`src/rtl/axis_pkg.sv`:
```
// Shared AXI4-Stream definitions for the axis_m / axis_s link.
//   AXIS_DATA_WIDTH : default tdata width
//   AXIS_CNT_WIDTH  : default width of the packet/beat status counters
//   axis_beat_t     : buffered beat format {last, data}; the MSB is tlast
package axis_pkg;

  localparam int AXIS_DATA_WIDTH = 32;
  localparam int AXIS_CNT_WIDTH  = 16;

  typedef struct packed {
    logic                       last;
    logic [AXIS_DATA_WIDTH-1:0] data;
  } axis_beat_t;

endpackage

```
`src/rtl/axis_s_fifo.sv`:
```
// Synchronous first-word-fall-through FIFO used as the axis_s receive buffer.
// Ports:
//   aclk, areset_n : clock, asynchronous active-high reset
//   push / din     : write din at the tail (ignored when full)
//   pop            : drop the head entry (ignored when empty)
//   dout           : head entry, valid whenever empty=0
//   full, empty    : occupancy flags
//   level          : number of occupied entries, 0..DEPTH
// DEPTH must be a power of two so pointers wrap naturally.
module axis_s_fifo
  import axis_pkg::*;
#(
  parameter int WIDTH = AXIS_DATA_WIDTH + 1,
  parameter int DEPTH = 4
) (
  input  logic                     aclk,
  input  logic                     areset_n,
  input  logic                     push,
  input  logic                     pop,
  input  logic [WIDTH-1:0]         din,
  output logic [WIDTH-1:0]         dout,
  output logic                     full,
  output logic                     empty,
  output logic [$clog2(DEPTH):0]   level
);

  localparam int AW = $clog2(DEPTH);
  localparam int LW = AW + 1;

  logic [WIDTH-1:0] mem [DEPTH];
  logic [AW-1:0]    wr_ptr;
  logic [AW-1:0]    rd_ptr;
  logic             push_ok;
  logic             pop_ok;

  assign full    = (level == LW'(DEPTH));
  assign empty   = (level == '0);
  assign push_ok = push & ~full;
  assign pop_ok  = pop & ~empty;
  assign dout    = mem[rd_ptr];

  // Storage is not reset; stale contents are unreachable once the pointers clear.
  always_ff @(posedge aclk) begin
    if (push_ok) begin
      mem[wr_ptr] <= din;
    end
  end

  always_ff @(posedge aclk or posedge areset_n) begin
    if (areset_n) begin
      wr_ptr <= '0;
      rd_ptr <= '0;
      level  <= '0;
    end else begin
      if (push_ok) begin
        wr_ptr <= wr_ptr + 1'b1;
      end
      if (pop_ok) begin
        rd_ptr <= rd_ptr + 1'b1;
      end
      case ({push_ok, pop_ok})
        2'b10:   level <= level + 1'b1;
        2'b01:   level <= level - 1'b1;
        default: level <= level;
      endcase
    end
  end

endmodule

```
`src/rtl/axis_s.sv`:
```
// AXI4-Stream slave: accepts beats from an axis_m master, buffers {tlast, tdata}
// in a FWFT FIFO and presents them to a local consumer via out_valid/rd.
// Ports:
//   aclk, areset_n           : clock, asynchronous active-high reset
//   tvalid, tready, tdata,
//   tlast                    : AXI4-Stream slave side
//   rd                       : consumer pop strobe (ignored while out_valid=0)
//   out_valid, out_data,
//   out_last                 : FIFO head; data/last read 0 while empty
//   level                    : FIFO occupancy
//   pkt_done                 : one-cycle pulse after a tlast beat is accepted
//   pkt_count                : completed packets (wraps)
//   beat_count               : beats accepted in the current packet (saturates)
module axis_s
  import axis_pkg::*;
#(
  parameter int DATA_WIDTH = AXIS_DATA_WIDTH,
  parameter int DEPTH      = 4,
  parameter int CNT_WIDTH  = AXIS_CNT_WIDTH
) (
  input  logic                   aclk,
  input  logic                   areset_n,
  input  logic                   tvalid,
  output logic                   tready,
  input  logic [DATA_WIDTH-1:0]  tdata,
  input  logic                   tlast,
  input  logic                   rd,
  output logic                   out_valid,
  output logic [DATA_WIDTH-1:0]  out_data,
  output logic                   out_last,
  output logic [$clog2(DEPTH):0] level,
  output logic                   pkt_done,
  output logic [CNT_WIDTH-1:0]   pkt_count,
  output logic [CNT_WIDTH-1:0]   beat_count
);

  logic                  rdy_en;
  logic                  push;
  logic                  pop;
  logic                  full;
  logic                  empty;
  logic [DATA_WIDTH:0]   head;

  // rdy_en holds tready low through reset and releases it on the first edge
  // afterwards, keeping tready a function of registered state only.
  always_ff @(posedge aclk or posedge areset_n) begin
    if (areset_n) begin
      rdy_en <= 1'b0;
    end else begin
      rdy_en <= 1'b1;
    end
  end

  assign tready    = rdy_en & ~full;
  assign push      = tvalid & tready;
  assign pop       = rd & ~empty;
  assign out_valid = ~empty;
  assign out_data  = out_valid ? head[DATA_WIDTH-1:0] : '0;
  assign out_last  = out_valid & head[DATA_WIDTH];

  // Entry layout {last, data} matches axis_beat_t.
  axis_s_fifo #(
    .WIDTH (DATA_WIDTH + 1),
    .DEPTH (DEPTH)
  ) u_fifo (
    .aclk     (aclk),
    .areset_n (areset_n),
    .push     (push),
    .pop      (pop),
    .din      ({tlast, tdata}),
    .dout     (head),
    .full     (full),
    .empty    (empty),
    .level    (level)
  );

  always_ff @(posedge aclk or posedge areset_n) begin
    if (areset_n) begin
      pkt_done   <= 1'b0;
      pkt_count  <= '0;
      beat_count <= '0;
    end else begin
      pkt_done <= push & tlast;
      if (push) begin
        if (tlast) begin
          pkt_count  <= pkt_count + 1'b1;
          beat_count <= '0;
        end else if (beat_count != '1) begin
          beat_count <= beat_count + 1'b1;
        end
      end
    end
  end

endmodule

```
`config.mk`:
```
export PLATFORM = sky130hd
export DESIGN_NAME = axis_s
export DESIGN_NICKNAME = d
export VERILOG_FILES = /design/src/rtl/axis_pkg.sv /design/src/rtl/axis_s_fifo.sv /design/src/rtl/axis_s.sv
export SDC_FILE = /design/constraint.sdc
export NUM_CORES = 1
export LEC_CHECK = 0
export CORE_UTILIZATION = 41
export DETAILED_ROUTE_END_ITERATION = 7
export PLACE_DENSITY = 0.67
export SYNTH_ARGS = -nofsm -noshare
export SYNTH_HDL_FRONTEND = slang
export SYNTH_HIERARCHICAL = 1
export SYNTH_SLANG_ARGS = --single-unit
```
`constraint.sdc`:
```
create_clock -name aclk -period 6.3 [get_ports aclk]
set_clock_uncertainty 0.15 [all_clocks]
set_input_delay 0.945 -clock aclk [delete_from_list [all_inputs] [get_ports aclk]]
set_output_delay 0.945 -clock aclk [all_outputs]
set_load 0.01 [all_outputs]
```
# Word level (Yosys, flattened, before mapping)

Memory sizes are Yosys's and may differ from the RTL's.
Cells that the tools add are included.

Memories kept: 1
Register bits: 41
Logic and storage cells: 38
RAM bits: 132
Input bits: 37

Memories:

| name       | words | width | read ports | clocked after memory_dff | wr ports | RTL line          | RTL |
|---|---|---|---|---|---|---|---|
| u_fifo.mem | 4     | 33    | 1          | 0                        | 1        | axis_s_fifo.sv:30 | `logic [WIDTH-1:0] mem [DEPTH];` |

Equality and inequality tests: 4
$add $sub $neg: 6
Bitwise gates (word level): 9
Reduce and logical (&&, ||, !) cells: 5
Mux-type cells: 6

Operator list:

| cell                                             | number |
|---|---|
| adder 16 x 1 -> 16 bit, second input constant    | 2 |
| two-way mux 16 bit                               | 2 |
| two-way mux 32 bit                               | 1 |
| inequality test 16 bit, second input constant    | 1 |
| bitwise AND 1 bit                                | 7 |
| case mux 3 bit (2 select lines)                  | 1 |
| adder 2 x 1 -> 2 bit, second input constant      | 2 |
| AND reduction 2 bit                              | 2 |
| nonzero test 2 bit                               | 2 |
| adder 3 x 1 -> 3 bit, second input constant      | 1 |
| == test 3 bit, second input constant             | 1 |
| logical NOT 3 bit                                | 1 |
| subtractor 3 x 1 -> 3 bit, second input constant | 1 |
| == test 2 x 1 -> 1 bit, second input constant    | 1 |
| == test 2 bit, second input constant             | 1 |
| two-way mux 1 bit                                | 2 |
| NOT 1 bit                                        | 2 |

# Depth between registers and ports, before layout

Depth after elaboration: 7
Depth in mapped cells: 12

# Modules after synthesis

The synthesis kept the hierarchy.

By module, submodules not included:

| module      | seq. area each (um^2) | area an instance (um^2) | cells an instance | instances |
|---|---|---|---|---|
| axis_s_fifo | 4,139.0               | 5,242.5                 | 211               | 1 |
| axis_s      | 850.8                 | 2,038.2                 | 217               | 1 |

# Worst setup path after synthesis

OpenSTA, ideal clock, no wires.

Kind: in2reg
Start point: in tvalid
End point: mem u_fifo/mem[0][0] (netlist bit), enable pin
Setup time: 0.393 ns
Path slack: 3.372 ns
Data arrival time: 2.385 ns
Required time: 5.757 ns
Stages: 5
Path buffers: 1
Path through: nand3b_1 > clkbuf_1 > inv_2 > nor2b_2 > and2_1

Word-level cells in the longest chain between the ends: 4

RTL lines:

| what                                    | RTL line          | RTL |
|---|---|---|
| from (decl)                             | axis_s.sv:23      | `input logic tvalid,` |
| bitwise AND 1 bit                       | axis_s.sv:55      | `assign push = tvalid & tready;` |
| net push                                | axis_s.sv:38      | `logic push;` |
| bitwise AND 1 bit                       | axis_s_fifo.sv:38 | `assign push_ok = push & ~full;` |
| two-way mux 1 bit                       | axis_s_fifo.sv:44 | `if (push_ok) begin` |
| two-way mux 1 bit (not written as such) | axis_s_fifo.sv:45 | `mem[wr_ptr] <= din;` |
| to (decl)                               | axis_s_fifo.sv:30 |  |

The timed path passes the listed nets, and every way through them passes these cells.

# Final worst setup path

Start point: reg u_fifo.rd_ptr[0]
End point: out out_data[24]

Word-level cells in the longest chain between the ends: 2

RTL lines:

| what                   | RTL line          | RTL |
|---|---|---|
| from (decl)            | axis_s_fifo.sv:32 | `logic [AW-1:0] rd_ptr;` |
| from (signal assigned) | axis_s_fifo.sv:59 | `rd_ptr <= rd_ptr + 1'b1;` |
| memory (4 x 33 bit)    | n/a               |  |
| net head[24]           | axis_s.sv:42      | `logic [DATA_WIDTH:0] head;` |
| two-way mux 32 bit     | axis_s.sv:58      | `assign out_data = out_valid ? head[DATA_WIDTH-1:0] : '0;` |
| to (decl)              | axis_s.sv:29      | `output logic [DATA_WIDTH-1:0] out_data,` |

The timed path passes the listed nets, and every way through them passes these cells.

==> implementation parameters <==
Parameter                              Value

Setup path
  Cells on worst reg2reg path    5
  Type of the setup path with the least slack    flop to output port
  Largest driver fanout on the critical path    33
  Worst setup EP type    output port
  Launch point of the worst path    u_fifo/rd_ptr[0]
  Crit path max-delay family    buffers and inverters
  Longest individual stage delay on the worst path    0.66 ns
  Arrival time worst endpoint    approximately 2.7 ns
  WP data required    5.20 ns
  List of cells traversed by the critical path    buf_4, mux4_1, nor2b_1, clkdlybuf4s50_1
  Reg-to-Reg End    u_fifo/mem[3][8]
  Register-to-Register Setup Slack    approximately 3.1 ns
  Worst reg2reg path startpoint    u_fifo/level[2]
  Crit. path cell count    4
  Count of buffer and inverter cells on the critical path    2
  Slowest-stage cell, CP    sky130_fd_sc_hd__mux4_1
  Kind of launch point of the worst setup path    flop
  Critical path destination    out_data[24]

Flow run
  Max-capacitance violation count    0

Detailed routing
  Post-DR vias/cell    5.21
  Number of detailed-routing iterations run before antenna repair    5
  Number of design-rule violations left by the first detailed-router iteration    166
  Average routed wire per standard cell    17.4 µm
  Residual DRC count    0
  Final WL    13500 µm
  Via count    4046
  Remaining antenna violation count    0

STA
  Maximum clock frequency    0.267 GHz
  Total Negative Setup Slacks    0 ns
  Number of hold violations in the final report    0
  Worst relative slew slack    about two fifths
  Final-report max-slew violation count    0
  Slew at the pin with the worst max-slew slack    0.917 ns
  Share of the clock period used by the worst path    59.4%
  RSZ-0062 raised after global routing    no
  Setup-failing EPs final    0
  Minimum clock period after layout    3.74 ns

Yosys
  Fraction of synthesis flops using an asynchronous set or reset pin    between 20% and 30%
  Number of distinct library cells after synthesis    55
  Synthesized area per cell    between 15 and 20 µm²
  Count of yosys warnings during synthesis    6
  Total standard cell area after synthesis    ~7300 µm²
  Count of state elements after synthesis    173
  Synthesized net count    473
  Portion of the post-synthesis area used by sequential elements    68.5%
  Count of mapped cells out of synthesis    428
  Fraction of synthesized cell area taken by the top area cell type    54.4%
  Ys flop type    sky130_fd_sc_hd__edfxtp_1
  EDFF count, synth    132
  Largest cells by area after synthesis    sky130_fd_sc_hd__edfxtp_1, sky130_fd_sc_hd__dfrtp_1, sky130_fd_sc_hd__mux4_2
  Yosys top cell by area    sky130_fd_sc_hd__edfxtp_1

Clock tree
  CTS HTree Levels    4
  Latest clock arrival within the worst-skew pair    0.42 ns
  Clock tree from TritonCTS    done
  Post-CTS Repair Setup Buffers    0
  TritonCTS buffer count    17
  Clock transition at the registers of the reported paths    0.06 ns
  Total of cells resized after clock tree synthesis    0
  Number of sinks handled by clock tree synthesis    173
  Master cell of the clock root buffer    sky130_fd_sc_hd__clkbuf_16
  CTS Hold Buffers Added    0
  Clock buffer depth    2

Die
  Area of the die    18300 µm²
  Area of the core region    17300 µm²
  Die span in x    around 140 µm
  Initial core utilization    42.1%
  Die H    135 µm
  # rows    48
  Count of boundary I/O pins    108

GRT
  Via count of the first global-routing pass    4136
  First-pass GRT wire length    22000 µm
  Number of antenna violations at the first check in global routing    0
  Total GRT Usage    16.2%
  GRT Residual Overflow    0
  Pin count of the biggest net entering global routing    35

Placement
  RePlAce Congestion    roughly 0.83
  I/O Buffers    107
  Post-DP HPWL    8300 µm
  Number of cells in the design after placement    745

Outcome
  Result of the run    completed

Cells and area
  Antenna diodes    0
  Non-filler cells, final    777
  Fin nets    a little under 600
  Area growth syn-to-layout    25.5%
  Fraction of layout cells with a size suffix above 1    14.1%

Power and ir drop
  Worst supply voltage drop on vdd    0.000316 V
  Cell area power density    410 nW/µm²
  Standby leakage power    3.22 nW

Hold path
  Hold crit path type    flop to flop
==> cell type report <==
type                            count  area, µm²
Sequential cell                   173       4990
Clock inverter                     15        180
Clock buffer                       17        425
Inverter                           16       60.1
Timing Repair Buffer              110       1090
Multi-Input combinational cell    221       2100
Fill cell                        1381       8160
Tap cell                          225        282
==> registers in the layout, summed over array words and instances (netlist names) <==
signal / cells
u_fifo/mem: 132
beat_count: 16
pkt_count: 16
u_fifo/level: 3
u_fifo/rd_ptr: 2
u_fifo/wr_ptr: 2
pkt_done: 1
rdy_en: 1
==> worst register-to-register path: stages (launching register included) <==
cell and delay, ns:
sky130_fd_sc_hd__dfrtp_1 0.47, sky130_fd_sc_hd__nor3b_2 0.24, sky130_fd_sc_hd__nand3b_1 0.65, sky130_fd_sc_hd__inv_2 0.21
sky130_fd_sc_hd__nor2b_2 0.31, sky130_fd_sc_hd__and2_2 0.80
==> where the power goes <==
group	leakage (nW)	switching, W	internal, W
Combinational	1.22	0.000489	0.000681
Clock	0.280	0.000450	0.000598
Sequential	1.72	0.000142	0.00138
Total	3.22	0.00108	0.00266
==> worst min-delay path by stage <==
stage | startpoint | slack [ns] | cells after the start | to
global route | pkt_count[15] | 0.35 | 1 | pkt_count[15]
finish | pkt_count[15] | 0.33 | 1 | pkt_count[15]
global placement | u_fifo/rd_ptr[0] | 0.31 | 1 | u_fifo/rd_ptr[0]
floorplan | pkt_count[15] | 0.35 | 1 | pkt_count[15]
detailed placement | pkt_count[15] | 0.32 | 1 | pkt_count[15]
CTS | pkt_count[15] | 0.33 | 1 | pkt_count[15]
==> through the flow <==
stage	power (W)	hold WS [ns]	utilization [%]	instance area, µm²	setup WS (ns)
floorplan	0.00222	0.354	-	7280	3.37
global placement	0.00272	0.314	49.3	8530	2.50
detailed placement	0.00274	0.320	49.3	8530	2.45
CTS	0.00379	0.328	52.8	9140	2.49
global route	0.00394	0.353	52.8	9140	2.39
finish	0.00374	0.327	52.8	9140	2.56
==> metal layers <==
metal  vias up  GRT usage, %  wire length [µm]
li1       1881             -                 -
met1      2036          22.0              6150
met2       112          25.5              6600
met3        17          3.07               576
met4         0          6.74               215
met5         -             0                 0
==> kinds of logic (layout without fill, tap and decap cells) <==
kind of cell / Yosys count / count (layout) / synth area share (%)
fa+ha+maj: 8 / 8 / 1.48
flops: 173 / 173 / 68.5
simple gates: 120 / 120 / 10.1
compound gates: 31 / 31 / 3.11
buf+inv: 34 / 158 / 2.73
mux: 40 / 40 / 11.5
other cells: 1 / 1 / 0.0515
xor+xnor: 21 / 21 / 2.53
==> synth_stat cells, types with 6 or more instances <==
master,instances
sky130_fd_sc_hd__o2bb2ai_1,6
sky130_fd_sc_hd__buf_2,6
sky130_fd_sc_hd__nand4_1,11
sky130_fd_sc_hd__dfrtp_1,41
sky130_fd_sc_hd__xnor2_1,12
sky130_fd_sc_hd__edfxtp_1,132
sky130_fd_sc_hd__xor2_1,9
sky130_fd_sc_hd__nand2_1,14
sky130_fd_sc_hd__nor2b_1,35
sky130_fd_sc_hd__nand3_1,9
sky130_fd_sc_hd__inv_1,15
sky130_fd_sc_hd__mux4_2,28
sky130_fd_sc_hd__nor2_1,17
sky130_fd_sc_hd__clkbuf_1,7
sky130_fd_sc_hd__ha_1,7
==> cell usage in the layout, fill, tap and decap left out, types with 4 or more instances in the layout <==
cell                              Yosys  layout
sky130_fd_sc_hd__inv_1               15      15
sky130_fd_sc_hd__nand2_1             14      14
sky130_fd_sc_hd__clkdlybuf4s50_1      0     107
sky130_fd_sc_hd__edfxtp_1           132     132
sky130_fd_sc_hd__xor2_1               9       9
sky130_fd_sc_hd__clkbuf_16            0      17
sky130_fd_sc_hd__mux4_1               5       5
sky130_fd_sc_hd__nand3_1              9       9
sky130_fd_sc_hd__dfrtp_1             41      39
sky130_fd_sc_hd__mux4_2              28      28
sky130_fd_sc_hd__o21ai_0              4       4
sky130_fd_sc_hd__ha_1                 7       7
sky130_fd_sc_hd__inv_6                0       4
sky130_fd_sc_hd__xnor2_1             12      12
sky130_fd_sc_hd__nor3_1               5       4
sky130_fd_sc_hd__mux2i_1              5       5
sky130_fd_sc_hd__and2_2               0       4
sky130_fd_sc_hd__nand4_1             11      11
sky130_fd_sc_hd__nor2_1              17      17
sky130_fd_sc_hd__nor2b_1             35      35
sky130_fd_sc_hd__and4_1               5       5
sky130_fd_sc_hd__clkinvlp_4           0       5
sky130_fd_sc_hd__o2bb2ai_1            6       6
(Power assumes the default switching activity.)
